**config.mk**
```make
export PLATFORM = sky130hd
export DESIGN_NAME = mcu_lsu
export DESIGN_NICKNAME = d
export VERILOG_FILES = /design/src/rtl/mcu_lsu.sv
export SDC_FILE = /design/constraint.sdc
export NUM_CORES = 1
export LEC_CHECK = 0
export CORE_ASPECT_RATIO = 1.1
export CORE_MARGIN = 10
export CORE_UTILIZATION = 52
export DETAILED_ROUTE_END_ITERATION = 10
export HOLD_SLACK_MARGIN = 0.06
export PLACE_DENSITY = 0.91
export SLEW_MARGIN = 15
export SYNTH_ARGS = -nofsm -noshare
export SYNTH_HDL_FRONTEND = slang
export SYNTH_SLANG_ARGS = --single-unit
export TNS_END_PERCENT = 30
```
**constraint.sdc**
```tcl
create_clock -name clk -period 4 [get_ports clk]
set_clock_uncertainty 0.2 [all_clocks]
set_input_delay 0.4 -clock clk [delete_from_list [all_inputs] [get_ports clk]]
set_output_delay 0.4 -clock clk [all_outputs]
set_load 0.005 [all_outputs]
```
**src/rtl/mcu_lsu.sv**
```systemverilog
// Load/store unit in front of a 32-bit word-addressed data memory; sub-word stores use read-modify-write.
// Define LSU_ALIGN_CHECK_EN to reject misaligned half/word accesses; otherwise low address bits are truncated.
module mcu_lsu #(
  parameter int MEM_WORDS = 256,
  parameter int ADDR_W    = 32
) (
  input  logic              clk,
  input  logic              rst_n,
  input  logic              req_valid,
  output logic              req_ready,
  input  logic              req_we,
  input  logic [ADDR_W-1:0] req_addr,
  input  logic [1:0]        req_size,
  input  logic              req_unsigned,
  input  logic [31:0]       req_wdata,
  output logic              rsp_valid,
  output logic [31:0]       rsp_rdata,
  output logic              rsp_err,
  output logic [ADDR_W-1:0] mem_address,
  output logic              mem_we,
  output logic [31:0]       mem_wdata,
  input  logic [31:0]       mem_rdata
);

  localparam logic [1:0] SZ_BYTE = 2'b00;
  localparam logic [1:0] SZ_HALF = 2'b01;
  localparam logic [1:0] SZ_WORD = 2'b10;
  localparam logic [1:0] SZ_BAD  = 2'b11;

  typedef enum logic [1:0] {IDLE, READ, WRITE, RESP} state_t;

  state_t state_reg, state_next;

  logic              we_reg;
  logic [ADDR_W-1:0] addr_reg;
  logic [1:0]        size_reg;
  logic              unsigned_reg;
  logic [31:0]       wdata_reg;
  logic [31:0]       rdata_reg;
  logic [31:0]       mem_wdata_reg;
  logic              err_reg;

  logic              handshake;
  logic [ADDR_W-1:0] req_word_idx;
  logic              size_bad;
  logic              range_bad;
  logic              align_bad;
  logic              req_err;

  logic [3:0]        byte_en;
  logic [31:0]       wdata_rep;
  logic [31:0]       merged_word;
  logic [31:0]       load_shift;
  logic [31:0]       load_ext;

  assign handshake    = req_valid & req_ready;
  assign req_word_idx = req_addr >> 2;
  assign size_bad     = (req_size == SZ_BAD);
  // Compare the full index so high address bits can never alias back into range.
  assign range_bad    = (req_word_idx >= ADDR_W'(MEM_WORDS));

`ifdef LSU_ALIGN_CHECK_EN
  assign align_bad = ((req_size == SZ_HALF) && req_addr[0]) ||
                     ((req_size == SZ_WORD) && (req_addr[1:0] != 2'b00));
`else
  assign align_bad = 1'b0;
`endif

  assign req_err = size_bad | range_bad | align_bad;

  // State register
  always_ff @(posedge clk or negedge rst_n) begin
    if (!rst_n) begin
      state_reg <= IDLE;
    end else begin
      state_reg <= state_next;
    end
  end

  // Next-state logic
  always_comb begin
    state_next = state_reg;
    case (state_reg)
      IDLE: begin
        if (handshake) begin
          if (req_err) begin
            state_next = RESP;
          end else if (!req_we) begin
            state_next = READ;
          end else if (req_size == SZ_WORD) begin
            state_next = WRITE;
          end else begin
            state_next = READ;
          end
        end
      end
      READ:    state_next = we_reg ? WRITE : RESP;
      WRITE:   state_next = RESP;
      RESP:    state_next = IDLE;
      default: state_next = IDLE;
    endcase
  end

  // Outputs decoded from state only, so mem_we drops with the asynchronous reset.
  always_comb begin
    req_ready = 1'b0;
    rsp_valid = 1'b0;
    mem_we    = 1'b0;
    case (state_reg)
      IDLE:    req_ready = 1'b1;
      WRITE:   mem_we    = 1'b1;
      RESP:    rsp_valid = 1'b1;
      default: ;
    endcase
  end

  assign mem_address = addr_reg >> 2;
  assign mem_wdata   = mem_wdata_reg;
  assign rsp_rdata   = rdata_reg;
  assign rsp_err     = err_reg;

  // Store data replicated across all lanes; byte_en picks which lanes are replaced.
  always_comb begin
    wdata_rep = wdata_reg;
    case (size_reg)
      SZ_BYTE: wdata_rep = {4{wdata_reg[7:0]}};
      SZ_HALF: wdata_rep = {2{wdata_reg[15:0]}};
      default: wdata_rep = wdata_reg;
    endcase
  end

  genvar gi;
  generate
    for (gi = 0; gi < 4; gi++) begin : g_lane
      always_comb begin
        case (size_reg)
          SZ_BYTE: byte_en[gi] = (addr_reg[1:0] == 2'(gi));
          SZ_HALF: byte_en[gi] = (addr_reg[1] == 1'(gi / 2));
          default: byte_en[gi] = 1'b1;
        endcase
      end
      assign merged_word[gi*8 +: 8] = byte_en[gi] ? wdata_rep[gi*8 +: 8]
                                                  : mem_rdata[gi*8 +: 8];
    end
  endgenerate

  // Load lane extraction and extension
  always_comb begin
    load_shift = mem_rdata;
    load_ext   = mem_rdata;
    case (size_reg)
      SZ_BYTE: begin
        load_shift = mem_rdata >> {addr_reg[1:0], 3'b000};
        load_ext   = unsigned_reg ? {24'd0, load_shift[7:0]}
                                  : {{24{load_shift[7]}}, load_shift[7:0]};
      end
      SZ_HALF: begin
        load_shift = mem_rdata >> {addr_reg[1], 4'b0000};
        load_ext   = unsigned_reg ? {16'd0, load_shift[15:0]}
                                  : {{16{load_shift[15]}}, load_shift[15:0]};
      end
      default: begin
        load_shift = mem_rdata;
        load_ext   = mem_rdata;
      end
    endcase
  end

  // Request latch and datapath registers
  always_ff @(posedge clk or negedge rst_n) begin
    if (!rst_n) begin
      we_reg        <= 1'b0;
      addr_reg      <= '0;
      size_reg      <= 2'b00;
      unsigned_reg  <= 1'b0;
      wdata_reg     <= 32'd0;
      rdata_reg     <= 32'd0;
      mem_wdata_reg <= 32'd0;
      err_reg       <= 1'b0;
    end else begin
      case (state_reg)
        IDLE: begin
          if (handshake) begin
            we_reg       <= req_we;
            addr_reg     <= req_addr;
            size_reg     <= req_size;
            unsigned_reg <= req_unsigned;
            wdata_reg    <= req_wdata;
            err_reg      <= req_err;
            rdata_reg    <= 32'd0;
            if (req_we && (req_size == SZ_WORD) && !req_err) begin
              mem_wdata_reg <= req_wdata;
            end
          end
        end
        READ: begin
          if (we_reg) begin
            mem_wdata_reg <= merged_word;
          end else begin
            rdata_reg <= load_ext;
          end
        end
        default: ;
      endcase
    end
  end

endmodule

```
==> results.sh, run 1 <==
export IMPL_yosysMostFrequentCell="dfrtp_1"
export IMPL_fillers=934
export IMPL_final_cell_count_no_fill=960
export IMPL_yosysTopAreaCell="dfrtp_1"
export IMPL_grtUsageTotal_pct=24.9
export IMPL_drt_iter0_drc=732
export IMPL_crit_chain="inv_1, ha_1, nand2b_1, o21ai_0, nor2_1, and2_1, buf_4, mux2_1"
export IMPL_hold_viol_final=0
export IMPL_cts_root_buf="clkbuf_16"
export IMPL_place_ws_ns=0.853
export IMPL_end_kind="flip-flop"
export IMPL_area_growth_pct=34.4
export IMPL_wirelength_um=23100
export IMPL_drtPass1Iterations=5
export IMPL_maxCapViolations=0
export IMPL_reg2reg_from="state_reg[0]$_DFFE_PN0P_"
export IMPL_htree_levels=4
export IMPL_holdPathStages=2
export IMPL_clock_latency_ns=0.44
export IMPL_dp_final_hpwl_um=17200
export IMPL_synth_ff_latch_count=135
export IMPL_critPathLaunchType="flip-flop"
export IMPL_drc=0
export IMPL_synth_yosys_seq_area_share_pct=48.0
export IMPL_powerDensity_mw_per_mm2=844
export IMPL_yosys_cell_types_count=50
export IMPL_netlist_instances=634
export IMPL_grt_max_degree=74
export IMPL_setup_worst_path_class="flip-flop to flip-flop"
export IMPL_synth_top_cell_area_share_pct=48.0
export IMPL_synth_area_top_cells="dfrtp_1 48%, mux2_2 12%, buf_4 3.4%"
export IMPL_vias=5975
export IMPL_async_flop_share_pct=100
export IMPL_status="complete, no violations"
export IMPL_viasPerCell=6.22
export IMPL_required_ns=4.11
export IMPL_antenna_found_initial=1
export IMPL_wl_per_cell_um=24.1
export IMPL_ys_flop_type="dfrtp_1"
export IMPL_cts_inserted_buffers=17
export IMPL_setup_viol=0
export IMPL_r2r_end="mem_wdata[12]$_DFFE_PN0P_"
export IMPL_crit_end="mem_wdata[12]$_DFFE_PN0P_"
export IMPL_avgSynthCellArea_sq_um=11.1
export IMPL_clockBufferDepth=2
export IMPL_grt_pass1_wl_um=35300
export IMPL_post_place_cells=926
export IMPL_synthTopCellsByCount="135 x dfrtp_1, 73 x mux2_2, 39 x o21ai_0"
export IMPL_start_util_pct=53.3
export IMPL_tightest_slew_ns=1.07
export IMPL_final_nets=892
export IMPL_setup_tns_ns=0
export IMPL_drive_above_1_share_pct=16.7
export IMPL_grt_overflow=0
export IMPL_synth_edff_count=0
export IMPL_slowest_delay_ns=0.54
export IMPL_die_area_sq_mm=0.0186
export IMPL_cts_sink_count=135
export IMPL_layout_setup_ws_ns=0.982
export IMPL_reg2reg_slack_ns=0.98
export IMPL_route_antenna_remaining_nets=0
export IMPL_num_rows=44
export IMPL_critPathMaxFanout=32
export IMPL_cts_tree="done"
export IMPL_slew_viol_final=0
export IMPL_cts_resized=0
export IMPL_register_area_sq_mm=0.00338
export IMPL_syn_area_sq_mm=0.00704
export IMPL_fmax_ghz=0.331
export IMPL_die_y_um=142
export IMPL_multi_input_area_sq_mm=0.00312
export IMPL_ios=203
export IMPL_clk_pin_slew_ns=0.06
export IMPL_crit_arrival_ns=3.13
export IMPL_slew_headroom_pct=28.6
export IMPL_finalPower_mw=7.99
export IMPL_yosys_warnings=0
export IMPL_rsz0062_at_grt="false"
export IMPL_core_area_sq_mm=0.0132
export IMPL_power_leakage_nw=3.96
export IMPL_ir_worst_vdd_v=0.000462
export IMPL_grt_pass1_vias=6099
export IMPL_place_congestion=0.958
export IMPL_die_w_um=131
export IMPL_io_buffers=200
export IMPL_crit_slowest_cell="nor2_1"
export IMPL_reg2reg_depth=8
export IMPL_min_period_ns=3.02
export IMPL_min_period_over_period_pct=75.4
export IMPL_cp_startpoint="state_reg[0]$_DFFE_PN0P_"
export IMPL_worstHoldPathType="flip-flop to flip-flop"
export IMPL_min_from="rsp_rdata[4]$_DFFE_PN0P_"
export IMPL_utilization_pct=71.6
[repair_timing]
| item | CTS | global route |
|---|---|---|
| hold buffers | 1 | 0 |
| setup buffers | 0 | 0 |
| endpoints found under the hold margin | 65 | 0 |
[critical path, delay by kind of cell (launching register included)]
family / cells / cell delay (ns)
compound gates: 1 / 0.13
simple gates: 3 / 0.95
buf+inv: 2 / 0.46
fa+ha+maj: 1 / 0.35
mux: 1 / 0.39
flops: 1 / 0.41
[cell usage in the layout (no fill, tap or decap), types with 8 or more instances in the layout]
master           instances
a221oi_1                 9
dfrtp_1                135
a221o_1                 16
nand2b_1                15
mux2_1                  12
a21oi_1                 32
mux2_2                  73
buf_4                   11
clkdlybuf4s50_1        199
nand2_1                 37
nor2_1                  25
o22ai_1                 14
inv_1                   20
o21ai_0                 39
mux4_2                   8
mux2i_1                 16
clkbuf_16               17
a22o_1                  14
a31oi_1                 17
nor3b_1                  8
[how the worst min path moves through the flow]
stage                               end  slack (ns)
2_1_floorplan   addr_reg[0]$_DFFE_PN0P_        -0.1
3_3_place_gp   rsp_rdata[7]$_DFFE_PN0P_        0.26
3_5_place_dp   rsp_rdata[5]$_DFFE_PN0P_        0.27
4_1_cts        rsp_rdata[5]$_DFFE_PN0P_        0.28
5_1_grt        addr_reg[13]$_DFFE_PN0P_        0.32
6_report       rsp_rdata[4]$_DFFE_PN0P_        0.29
[per-stage QoR]
step | hold WS [ns] | cell area [sq um]
after global placement | 0.263 | 8870
after CTS | 0.281 | 9460
final | 0.287 | 9460
after global routing | 0.317 | 9460
after floorplan | -0.0956 | 7040
after detailed placement | 0.266 | 8870
[kinds of logic after synthesis]
group / count (synthesis) / share of synthesized area [%]
DFF: 135 / 48.0
muxes: 109 / 18.4
other: 1 / 0.0533
buffers and inverters: 101 / 7.84
AOI/OAI and AO/OA: 167 / 16.5
and+or+nand+nor: 117 / 8.46
adders and majority gates: 4 / 0.711
[routing by layer]
metal / routed length, um / vias up / track usage (%) / part of all wire (%)
met4: 819 / 0 / 11.3 / 3.5
li1: - / 2620 / - / -
met3: 2270 / 54 / 7.01 / 9.8
met5: 0 / - / 0 / 0
met2: 11700 / 351 / 40.4 / 50
met1: 8350 / 2950 / 29.9 / 36
[final cells by class]
type	instances	share of cell area, %
tap	161	2.13
clock inverter	15	1.65
multi-input combinational	399	33.0
clock buffer	17	4.50
inverter	20	0.793
sequential	135	35.7
timing repair buffer	212	22.2
antenna	1	0.0264
[power by group]
part           switching, mW  internal [mW]
Clock                  0.625          0.916
Combinational           1.73           2.11
Sequential             0.540           2.06
Total                   2.90           5.09
(Power assumes the default switching activity.)
==> run 2, diff against run 1 <==
--- a/config.mk
+++ b/config.mk
@@ -7,10 +7,10 @@
 export LEC_CHECK = 0
 export CORE_ASPECT_RATIO = 1.1
 export CORE_MARGIN = 10
-export CORE_UTILIZATION = 52
+export CORE_UTILIZATION = 48
 export DETAILED_ROUTE_END_ITERATION = 10
 export HOLD_SLACK_MARGIN = 0.06
-export PLACE_DENSITY = 0.91
+export PLACE_DENSITY = 0.86
 export SLEW_MARGIN = 15
 export SYNTH_ARGS = -nofsm -noshare
 export SYNTH_HDL_FRONTEND = slang
==> constraint.sdc (replaced) <==
create_clock -name clk -period 2.85 [get_ports clk]
set_clock_uncertainty 0.2 [all_clocks]
set_input_delay 0.285 -clock clk [delete_from_list [all_inputs] [get_ports clk]]
set_output_delay 0.285 -clock clk [all_outputs]
set_load 0.005 [all_outputs]
==> run 2 against run 1 <==
  * Critical endpoint is now rsp_rdata[17]$_DFFE_PN0P_
  * Sequential power rose by 40%
  * Cell area up 1.8%
  * Via count increased by 0.77%
  * Count of clock-buffer cells in the layout rose by 4
  * Total power is 44% higher
  * Non-clock buffer count up 8
  * Flip-flop and latch count unchanged
  * Register-to-register slack lost 0.70 ns
  * Worst setup slack worse by 0.70 ns
  * First-iteration DRC count grew 22%
  * Combinational power rose by 42%
==> results.sh, run 2 (synthesis gave the netlist of run 1 again) <==
export IMPL_ios=203
export IMPL_place_congestion=0.937
export IMPL_critPathMaxFanout=16
export IMPL_maxCapViolations=0
export IMPL_worstHoldPathType="input pin to async pin"
export IMPL_setup_worst_path_class="flip-flop to flip-flop"
export IMPL_clockBufferDepth=2
export IMPL_antenna_cells=0
export IMPL_status="complete, no violations"
export IMPL_end_kind="flip-flop"
export IMPL_drtPass1Iterations=6
export IMPL_post_place_cells=965
export IMPL_viasPerCell=6.03
export IMPL_mostFrequentLayoutCells="199 x clkdlybuf4s50_1, 135 x dfrtp_1, 73 x mux2_2, 39 x o21ai_0, 37 x nand2_1"
export IMPL_dp_final_hpwl_um=17400
export IMPL_clk_pin_slew_ns=0.06
export IMPL_die_w_um=135
export IMPL_grtUsageTotal_pct=22.9
export IMPL_drc=0
export IMPL_hold_viol_final=0
export IMPL_grt_max_degree=73
export IMPL_cts_resized=0
export IMPL_utilization_pct=66.9
export IMPL_drive_above_1_share_pct=17.4
export IMPL_setup_tns_ns=0
export IMPL_crit_arrival_ns=2.72
export IMPL_multi_input_area_sq_mm=0.00312
export IMPL_grt_overflow=0
export IMPL_critPathLaunchType="flip-flop"
export IMPL_r2r_end="rsp_rdata[17]$_DFFE_PN0P_"
export IMPL_drt_iter0_drc=892
export IMPL_num_rows=46
export IMPL_slew_viol_final=0
export IMPL_cts_sink_count=135
export IMPL_fillers=1080
export IMPL_route_antenna_remaining_nets=0
export IMPL_grt_pass1_wl_um=35600
export IMPL_met3_wirelength_um=2290
export IMPL_required_ns=3.01
export IMPL_fmax_ghz=0.389
export IMPL_tightest_slew_ns=1.01
export IMPL_setup_viol=0
export IMPL_grt_pass1_vias=6111
export IMPL_dr_wl_met2_um=11200
export IMPL_slew_headroom_pct=32.6
export IMPL_die_area_sq_mm=0.0199
export IMPL_htree_levels=4
export IMPL_powerDensity_mw_per_mm2=1190
export IMPL_min_period_ns=2.57
export IMPL_final_nets=900
export IMPL_final_common_cell="clkdlybuf4s50_1"
export IMPL_io_buffers=200
export IMPL_reg2reg_depth=6
export IMPL_cts_root_buf="clkbuf_16"
export IMPL_drt_met1_wl_um=8360
export IMPL_rsz0062_at_grt="false"
export IMPL_wl_per_cell_um=22.9
export IMPL_core_area_sq_mm=0.0144
export IMPL_min_period_over_period_pct=90.1
export IMPL_area_growth_pct=36.8
export IMPL_ir_worst_vdd_v=0.000573
export IMPL_final_cell_count_no_fill=998
export IMPL_cts_tree="done"
export IMPL_cts_inserted_buffers=17
export IMPL_start_util_pct=48.9
export IMPL_wirelength_um=22800
export IMPL_power_leakage_nw=4.03
export IMPL_reg2reg_from="state_reg[1]$_DFFE_PN0P_"
export IMPL_highest_layer="met4"
export IMPL_reg2reg_slack_ns=0.28
export IMPL_register_area_sq_mm=0.00338
export IMPL_clock_latency_ns=0.42
export IMPL_vias=6021
export IMPL_die_y_um=147
export IMPL_antenna_found_initial=0
## run 2: cell count changes in the layout (fill, tap and decap cells not counted)
cell,before,now
bufinv_16,2,4
clkinv_4,4,3
clkbuf_8,0,3
clkinv_2,3,2
clkinvlp_4,5,2
buf_4,11,18
inv_6,1,0
buf_12,1,2
clkbuf_1,0,1
diode_2,1,0
## run 2: layout make-up
cell class                 instances  area share (%)
clock inverter                    11            1.78
tap                              192            2.49
clock buffer                      21            4.88
multi-input combinational        399            32.4
sequential                       135            35.1
inverter                          20           0.779
timing repair buffer             220            22.6
## run 2: how the worst max path moves through the flow
| stage | start | to | slack (ns) |
|---|---|---|---|
| floorplan | state_reg[0]$_DFFE_PN0P_ | mem_wdata[13]$_DFFE_PN0P_ | 0.44 |
| global placement | req_addr[13] | mem_wdata[5]$_DFFE_PN0P_ | 0.16 |
| detailed placement | req_addr[25] | mem_wdata[6]$_DFFE_PN0P_ | 0.14 |
| CTS | state_reg[1]$_DFFE_PN0P_ | rsp_rdata[17]$_DFFE_PN0P_ | 0.31 |
| global route | state_reg[1]$_DFFE_PN0P_ | rsp_rdata[27]$_DFFE_PN0P_ | 0.07 |
| finish | state_reg[1]$_DFFE_PN0P_ | rsp_rdata[17]$_DFFE_PN0P_ | 0.28 |
## run 2: per-stage QoR
stage	cell area, sq um	hold WS [ns]	setup slack [ns]	total power, mW
6_report	9630	0.179	0.282	11.5
5_1_grt	9630	0.226	0.0746	12.2
4_1_cts	9630	0.195	0.307	11.5
3_5_place_dp	8980	0.0873	0.144	9.10
3_3_place_gp	8980	0.0769	0.164	8.86
2_1_floorplan	7040	-0.211	0.436	6.87
## run 2: what timing repair did
| action | in CTS | in global routing |
|---|---|---|
| buffers inserted | 0 | 0 |
| hold buffers | 1 | 0 |
| hold endpoints to repair | 68 | 0 |
## run 2: report_power, final
group	internal (mW)	switching (mW)	leakage, nW	total [mW]
Clock	1.53	0.844	0.309	2.38
Sequential	2.89	0.756	1.65	3.65
Combinational	3.03	2.44	2.08	5.47
## run 2: per-layer routing
layer	track usage [%]	up-vias
li1	-	2635
met1	27.2	2932
met2	37.1	378
met3	6.75	76
met4	10.9	0
met5	0	-
## run 2: critical path: stages (launching register included)
cell	delay, ns
dfrtp_1	0.40
inv_1	0.11
ha_2	0.21
nor2b_1	0.30
nand2_1	0.18
a2111oi_4	0.88
a221o_1	0.23
